### config.mk
export PLATFORM = sky130hd
export DESIGN_NAME = vn_packer
export DESIGN_NICKNAME = d
export VERILOG_FILES = /design/src/rtl/vn_packer.sv
export SDC_FILE = /design/constraint.sdc
export NUM_CORES = 1
export LEC_CHECK = 0
export CAP_MARGIN = 20
export CORE_AREA = 4 4 121 123
export CTS_BUF_LIST = sky130_fd_sc_hd__clkbuf_8 sky130_fd_sc_hd__clkbuf_16
export CTS_CLUSTER_DIAMETER = 60
export DETAILED_ROUTE_END_ITERATION = 10
export DIE_AREA = 0 0 125 127
export DONT_BUFFER_PORTS = 1
export PLACE_DENSITY_LB_ADDON = 0.25
export SLEW_MARGIN = 20
export SYNTH_ARGS = -nofsm -noshare
export SYNTH_HDL_FRONTEND = slang
export SYNTH_SLANG_ARGS = --single-unit
### constraint.sdc
create_clock -name CLK -period 5 [get_ports CLK]
set_clock_uncertainty 0.15 [all_clocks]
set_input_delay 0.75 -clock CLK [delete_from_list [all_inputs] [get_ports CLK]]
set_output_delay 0.75 -clock CLK [all_outputs]
set_load 0.01 [all_outputs]
### src/rtl/vn_packer.sv
// vn_packer
// Collects raw ring-oscillator samples, optionally removes bias with von
// Neumann pairing, and packs the surviving bits into a 32-bit data word
// plus an 8-bit key byte. A repetition-count health test watches the raw
// stream and, once tripped, latches an alarm and blocks every later word
// until reset.
//
// Parameters
//   VN_EN      1 = von Neumann debiasing, 0 = raw bits pass straight through
//   RCT_LIMIT  run length of identical raw bits that trips the alarm (2..255)
//
// Ports
//   CLK        system clock, rising edge
//   RST        asynchronous, active-high reset
//   BIT_IN     raw sample
//   BIT_VLD    BIT_IN is sampled on this edge
//   D_OUT      packed data word (first emitted bit in D_OUT[31])
//   K_OUT      packed key byte  (33rd emitted bit in K_OUT[7])
//   WORD_VLD   one-cycle pulse marking new D_OUT/K_OUT contents
//   FAIL       sticky repetition-count alarm
//   DBG_STATE  debias FSM state (0 = WAIT_FIRST, 1 = WAIT_SECOND)
//
// Handshake: BIT_VLD is a plain valid with no ready; every BIT_VLD high
// cycle consumes BIT_IN. WORD_VLD is a plain valid pulse with no ready;
// the consumer must take the word in the cycle it is presented.
module vn_packer #(
    parameter int VN_EN     = 1,
    parameter int RCT_LIMIT = 32
) (
    input  logic        CLK,
    input  logic        RST,
    input  logic        BIT_IN,
    input  logic        BIT_VLD,
    output logic [31:0] D_OUT,
    output logic [7:0]  K_OUT,
    output logic        WORD_VLD,
    output logic        FAIL,
    output logic        DBG_STATE
);

    typedef enum logic {
        WAIT_FIRST  = 1'b0,
        WAIT_SECOND = 1'b1
    } state_t;

    localparam logic [7:0] LIMIT    = 8'(RCT_LIMIT);
    localparam logic [5:0] LAST_BIT = 6'd39;

    state_t      state_q, state_d;
    logic        b0_q, b0_d;
    logic [39:0] acc_q, acc_d;
    logic [5:0]  bit_cnt_q, bit_cnt_d;
    logic [7:0]  run_q, run_d;
    logic        prev_q, prev_d;
    logic        fail_q, fail_d;
    logic [31:0] d_out_q, d_out_d;
    logic [7:0]  k_out_q, k_out_d;
    logic        word_vld_q, word_vld_d;

    logic        emit;
    logic        emit_bit;
    logic        word_done;

    always_comb begin
        state_d    = state_q;
        b0_d       = b0_q;
        acc_d      = acc_q;
        bit_cnt_d  = bit_cnt_q;
        run_d      = run_q;
        prev_d     = prev_q;
        d_out_d    = d_out_q;
        k_out_d    = k_out_q;
        emit       = 1'b0;
        emit_bit   = 1'b0;
        word_done  = 1'b0;

        if (BIT_VLD) begin
            // Debias stage: decide whether this sample yields an output bit.
            if (VN_EN != 0) begin
                if (state_q == WAIT_FIRST) begin
                    b0_d    = BIT_IN;
                    state_d = WAIT_SECOND;
                end else begin
                    state_d = WAIT_FIRST;
                    if (b0_q != BIT_IN) begin
                        emit     = 1'b1;
                        emit_bit = b0_q;
                    end
                end
            end else begin
                emit     = 1'b1;
                emit_bit = BIT_IN;
            end

            // Repetition count on the raw stream. run_q == 0 means no
            // previous valid bit has been seen since reset.
            if (run_q == 8'd0 || BIT_IN != prev_q) begin
                run_d = 8'd1;
            end else if (run_q < LIMIT) begin
                run_d = run_q + 8'd1;
            end
            prev_d = BIT_IN;
        end

        // Shift left so the first bit of a word ends up in acc[39].
        if (emit) begin
            acc_d = {acc_q[38:0], emit_bit};
            if (bit_cnt_q == LAST_BIT) begin
                word_done = 1'b1;
                bit_cnt_d = 6'd0;
            end else begin
                bit_cnt_d = bit_cnt_q + 6'd1;
            end
        end

        // The alarm is evaluated with this edge's run count so a word that
        // completes on the tripping edge is already suppressed.
        fail_d     = fail_q | (BIT_VLD && run_d == LIMIT);
        word_vld_d = word_done && !fail_d;
        if (word_vld_d) begin
            d_out_d = acc_d[39:8];
            k_out_d = acc_d[7:0];
        end
    end

    always_ff @(posedge CLK or posedge RST) begin
        if (RST) begin
            state_q    <= WAIT_FIRST;
            b0_q       <= 1'b0;
            acc_q      <= 40'd0;
            bit_cnt_q  <= 6'd0;
            run_q      <= 8'd0;
            prev_q     <= 1'b0;
            fail_q     <= 1'b0;
            d_out_q    <= 32'd0;
            k_out_q    <= 8'd0;
            word_vld_q <= 1'b0;
        end else begin
            state_q    <= state_d;
            b0_q       <= b0_d;
            acc_q      <= acc_d;
            bit_cnt_q  <= bit_cnt_d;
            run_q      <= run_d;
            prev_q     <= prev_d;
            fail_q     <= fail_d;
            d_out_q    <= d_out_d;
            k_out_q    <= k_out_d;
            word_vld_q <= word_vld_d;
        end
    end

    assign D_OUT     = d_out_q;
    assign K_OUT     = k_out_q;
    assign WORD_VLD  = word_vld_q;
    assign FAIL      = fail_q;
    assign DBG_STATE = state_q;

endmodule

## Yosys cells after proc, flatten, opt, wreduce, memory -nomap -nowiden

Cells that the tools add are included.

- Output and inout bits: 43
- Word-level logic and storage cells: 39
- Bits in registers: 99
- Input bits: 4

- Bitwise operators: 2
- $lt $le $gt $ge: 1
- $add $sub $neg: 2
- Mux-type cells: 14
- Reduce and logical (&&, ||, !) cells: 6
- Eq/ne operators: 4

Operators by type and width:

| cell | number |
|---|---|
| 40-bit two-way mux | 1 |
| 8-bit two-way mux | 3 |
| 1-bit two-way mux | 9 |
| 8-bit by 1-bit adder with 8-bit output, second input constant | 1 |
| 8-bit by 6-bit equality test with 1-bit output, second input constant | 1 |
| 8-bit zero test | 1 |
| 8-bit by 6-bit less-than comparator with 1-bit output, second input constant | 1 |
| 6-bit by 1-bit adder with 6-bit output, second input constant | 1 |
| 6-bit equality test, second input constant | 1 |
| 6-bit two-way mux | 1 |
| 1-bit logical AND | 2 |
| 1-bit inequality test | 2 |
| 2-bit AND reduction | 1 |
| 1-bit zero test | 1 |
| 1-bit logical OR | 1 |
| 1-bit NOT | 1 |
| 1-bit bitwise OR | 1 |

## Logic depth before layout (Yosys ltp)

- Word-level depth: 9
- Mapped depth: 8
- Depth with buffers taken out: 7

## Least setup slack after synthesis

OpenSTA, ideal clock, no wires.

- Kind: input to register
- From: in BIT_IN
- To: reg d_out_q[0], in the netlist D_OUT[0]
- Slack: 2.225 ns
- Buffers on the path: 2
- Setup time: 0.125 ns
- Required time: 4.725 ns
- Cell stages on the path: 7
- Data arrival time: 2.500 ns
- Cells stage by stage: inv_1 ha_1 or2_2 clkbuf_1 a2111oi_4 buf_6 mux2_4

- Longest elaborated chain between the ends: 9
- Elaborated cells between the ends (all ways): 15
- Classes of those cells: eq/ne (3); mux (7); bitwise (1); reduce/logical (4)

Ends and longest elaborated chain:

| item | RTL line | RTL |
|---|---|---|
| from (decl) | 32 | `input logic BIT_IN,` |
| 1-bit inequality test | 97 | `if (run_q == 8'd0 \|\| BIT_IN != prev_q) begin` |
| 1-bit logical OR | 97 |  |
| 8-bit two-way mux | 97 |  |
| 8-bit two-way mux | 77 | `if (BIT_VLD) begin` |
| 8-bit by 6-bit equality test with 1-bit output | 118 | `fail_d = fail_q \| (BIT_VLD && run_d == LIMIT);` |
| 1-bit logical AND | 118 |  |
| 1-bit bitwise OR | 118 |  |
| 1-bit zero test | 119 | `word_vld_d = word_done && !fail_d;` |
| 1-bit logical AND | 119 |  |
| to (signal assigned) | 146 | `d_out_q <= d_out_d;` |
| to (decl) | 56 | `logic [31:0] d_out_q, d_out_d;` |

Several ways; a longest one is shown, not always the timed one.
A chain may end at the register's enable or synchronous reset.

## Worst setup path after layout

- From: in BIT_IN
- To: reg d_out_q[30], in the netlist D_OUT[30]

Same word-level chain as after synthesis.

==> impl_metrics.prom <==
# TYPE chip_impl_metric gauge
chip_impl_metric{name="drive_above_1_share",unit="%"} 20.4
chip_impl_metric{name="grt_pass1_vias",unit=""} 2367
chip_impl_metric{name="first_iter_violations",unit=""} 197
chip_impl_metric{name="worst_ep_arrival_time",unit="ns"} 2.96
chip_impl_metric{name="report.final.hold_viol_count",unit=""} 0
chip_impl_metric{name="ys_seq_area_share",unit="%"} 58.9
chip_impl_metric{name="final.fill_count",unit=""} 1379
chip_impl_metric{name="cts.repair_timing.setup_buffer_count",unit=""} 0
chip_impl_metric{name="clock_tree_buffer_depth",unit=""} 2
chip_impl_metric{name="number_of_slew_limit_violations_in_the_final_report",unit=""} 0
chip_impl_metric{name="floorplan_row_count",unit=""} 43
chip_impl_metric{name="synth_nets",unit=""} 358
chip_impl_metric{name="count_of_distinct_cell_types_in_the_synthesized_netlist",unit=""} 38
chip_impl_metric{name="port-buffer-count",unit=""} 0
chip_impl_metric{name="pin_slew_with_the_least_headroom_to_its_limit",unit="ns"} 0.974
chip_impl_metric{name="critPathMaxFanout",unit=""} 45
chip_impl_info{name="crit_start",value="BIT_IN"} 1
chip_impl_metric{name="max-slew-margin-rel",unit="%"} 34.9
chip_impl_metric{name="finish.utilization",unit="%"} 33.8
chip_impl_metric{name="fmax",unit="GHz"} 0.348
chip_impl_metric{name="drt-vias-per-instance",unit=""} 4.36
chip_impl_metric{name="holdBufCountCts",unit=""} 0
chip_impl_metric{name="height_of_the_chip",unit="um"} 127
chip_impl_metric{name="multi_input_area",unit="sq um"} 1600
chip_impl_info{name="reg2reg_from",value="b0_q"} 1
chip_impl_metric{name="max_stage_delay",unit="ns"} 0.64
chip_impl_metric{name="cts_repair_resize_count",unit=""} 0
chip_impl_metric{name="synthesized_flop_and_latch_total",unit=""} 98
chip_impl_info{name="root_buffer_cell",value="sky130_fd_sc_hd__clkbuf_16"} 1
chip_impl_metric{name="power.ir.vdd_worst",unit="V"} 0.000179
chip_impl_metric{name="final_period_minus_worst_setup_slack",unit="ns"} 2.88
chip_impl_info{name="start_kind",value="input port"} 1
chip_impl_metric{name="cellPowerDensity",unit="nW/um^2"} 403
chip_impl_metric{name="total_leakage_power",unit="nW"} 2.31
chip_impl_metric{name="route.antenna.remaining_nets",unit=""} 0
chip_impl_metric{name="design.final.nets",unit=""} 356
chip_impl_info{name="most-common-layout-cells",value="127 x sky130_fd_sc_hd__nand2_1, 98 x sky130_fd_sc_hd__dfrtp_1, 40 x sky130_fd_sc_hd__mux2_4"} 1
chip_impl_info{name="min_path_type",value="input port to async pin"} 1
chip_impl_metric{name="crit_buf_inv",unit=""} 2
chip_impl_metric{name="initial_utilization",unit="%"} 30.5
chip_impl_metric{name="grt_util_all_layers",unit="%"} 10.0
chip_impl_metric{name="routedWlPerCell",unit="um"} 14.0
chip_impl_metric{name="htree_num_levels",unit=""} 3
chip_impl_metric{name="drv_cap",unit=""} 0
chip_impl_metric{name="clk_transition_reported_paths",unit="ns"} 0.07
chip_impl_metric{name="detail_route.first_pass.iterations",unit=""} 4
chip_impl_metric{name="syn-instance-count",unit=""} 350
chip_impl_metric{name="cts_made_buffers",unit=""} 9
chip_impl_metric{name="clkLatencyLatePin",unit="ns"} 0.35
chip_impl_metric{name="initial_antenna_violation_count",unit=""} 0
chip_impl_metric{name="power",unit="mW"} 1.86
chip_impl_metric{name="setup_tns",unit="ns"} 0
chip_impl_metric{name="setup_violation_total_in_the_final_timing_report",unit=""} 0
chip_impl_metric{name="worstPathRequired",unit="ns"} 5.08
chip_impl_metric{name="wire_length_of_the_first_global_routing_pass",unit="mm"} 12.6
chip_impl_info{name="crit_family",value="simple AND/OR/NAND/NOR gates"} 1
chip_impl_metric{name="routed_via_count",unit=""} 2326
chip_impl_metric{name="yosys_warnings",unit=""} 0
chip_impl_info{name="grt_setup_unrepaired",value="no"} 1
chip_impl_info{name="critical-path-slowest-cell",value="sky130_fd_sc_hd__or2_2"} 1
chip_impl_metric{name="grt_remaining_overflow",unit=""} 0
chip_impl_metric{name="drc",unit=""} 0
chip_impl_metric{name="largest_net_degree_at_the_start_of_global_routing",unit=""} 70
chip_impl_metric{name="area.sequential",unit="sq um"} 2450
chip_impl_metric{name="routabilityCongestion",unit=""} 0.679
chip_impl_metric{name="synth_area_per_cell",unit="sq um"} 11.9
chip_impl_metric{name="synthToLayoutAreaGrowth",unit="%"} 11.0
chip_impl_info{name="nature_of_the_critical_path_endpoint",value="flip-flop"} 1
chip_impl_metric{name="reg2reg_setup_slack",unit="ns"} 2.19
chip_impl_metric{name="die_width",unit="um"} 125
chip_impl_metric{name="core_region_area",unit="sq um"} 13700
chip_impl_metric{name="totalWireLength",unit="mm"} 7.47
chip_impl_info{name="outcome",value="finished, final reports clean"} 1
chip_impl_metric{name="dp_hpwl",unit="mm"} 4.86
chip_impl_metric{name="final_critical_path_share_of_the_clock_period",unit="%"} 57.5
chip_impl_info{name="most_common_cell_after_layout_fill_and_taps_aside",value="sky130_fd_sc_hd__nand2_1"} 1
chip_impl_metric{name="floorplan.die_area",unit="sq um"} 15900
chip_impl_info{name="cells_traversed_along_the_worst_timing_path",value="inv_1 > ha_1 > or2_2 > a2111oi_4 > buf_4 > mux2_4"} 1
chip_impl_metric{name="post_synth_instance_area",unit="sq um"} 4170
chip_impl_metric{name="antenna_cells",unit=""} 0
chip_impl_info{name="critical_path_class",value="input port to flip-flop"} 1
chip_impl_info{name="cts_tree",value="built"} 1
chip_impl_metric{name="cts_num_sinks",unit=""} 98
chip_impl_metric{name="floorplan.io_pins",unit=""} 47
Yosys cell counts, drive strengths merged:
cell type	n	share of area [%]
nor3	2	0.24
o211ai	2	0.36
a21oi	1	0.12
nor4	2	0.45
dfrtp	98	59
a31oi	3	0.45
nand4	2	0.30
xnor2	4	0.84
nor2	7	0.63
nand2	127	11
and2	3	0.51
a21o	1	0.18
a41oi	1	0.21
a2111oi	1	0.66
clkbuf	9	0.81
nor2b	2	0.30
xor2	3	0.63
nor3b	4	0.72
buf	7	1.7
o21ai	3	0.36
nand3	2	0.24
nand2b	2	0.30
and3	3	0.57
ha	4	1.2
a22o	2	0.42
nor4b	4	1.4
o31ai	1	0.30
a22oi	1	0.18
mux2	41	15
inv	5	0.45
or2	3	0.45
metal layers:
layer / part of all wire, % / vias to the layer above / GRT usage (%)
met2: 44 / 38 / 14.4
li1: - / 1149 / -
met5: 0 / - / 0
met4: 2.2 / 0 / 5.55
met1: 45 / 1127 / 13.0
met3: 8.3 / 12 / 4.06
where the power goes:
part / leakage [nW] / switching (mW) / total [mW] / internal [mW]
registers: 1.35 / 0.0676 / 0.923 / 0.856
logic: 0.810 / 0.150 / 0.233 / 0.0834
clock network: 0.153 / 0.311 / 0.708 / 0.397
total: 2.31 / 0.529 / 1.86 / 1.34
state kept, by name, indices dropped and copies added, names as in the netlist:
signal and flops:
FAIL 1, bit_cnt_q 6, run_q 8, acc_q 39
prev_q 1, D_OUT 32, K_OUT 8, b0_q 1
DBG_STATE 1, WORD_VLD 1
path summary, 6_finish.rpt:
path,cells past startpoint,to
setup / recovery,6,D_OUT[30]
hold / removal,1,D_OUT[11]
min in group CLK,1,DBG_STATE
setup reg to reg,5,D_OUT[30]
max in group asynchronous,2,acc_q[18]
hold reg to reg,2,b0_q
cells by family after synthesis:
| logic type | after synthesis | synth area share, % |
|---|---|---|
| buf+inv | 21 | 3.00 |
| mux | 41 | 14.7 |
| compound gates | 16 | 3.24 |
| simple gates | 163 | 17.5 |
| xor+xnor | 7 | 1.47 |
| flops | 98 | 58.9 |
| fa+ha+maj | 4 | 1.20 |
through the flow:
stage / setup WS [ns] / hold slack [ns] / cells / area [sq um]
after floorplan: 1.54 / 0.296 / 350 / 4170
after global placement: 1.75 / 0.323 / 517 / 4320
after detailed placement: 1.73 / 0.335 / 517 / 4320
after CTS: 2.08 / 0.328 / 533 / 4620
after global routing: 1.97 / 0.335 / 533 / 4620
final: 2.12 / 0.302 / 533 / 4620
final cells by class:
type,instances,area share (%)
clock buffer,9,4.87
clock inverter,7,1.76
tap,180,4.87
sequential,98,53.0
inverter,5,0.460
timing repair buffer,3,0.487
multi-input combinational,231,34.5
Power figures use the tool's default switching activity.
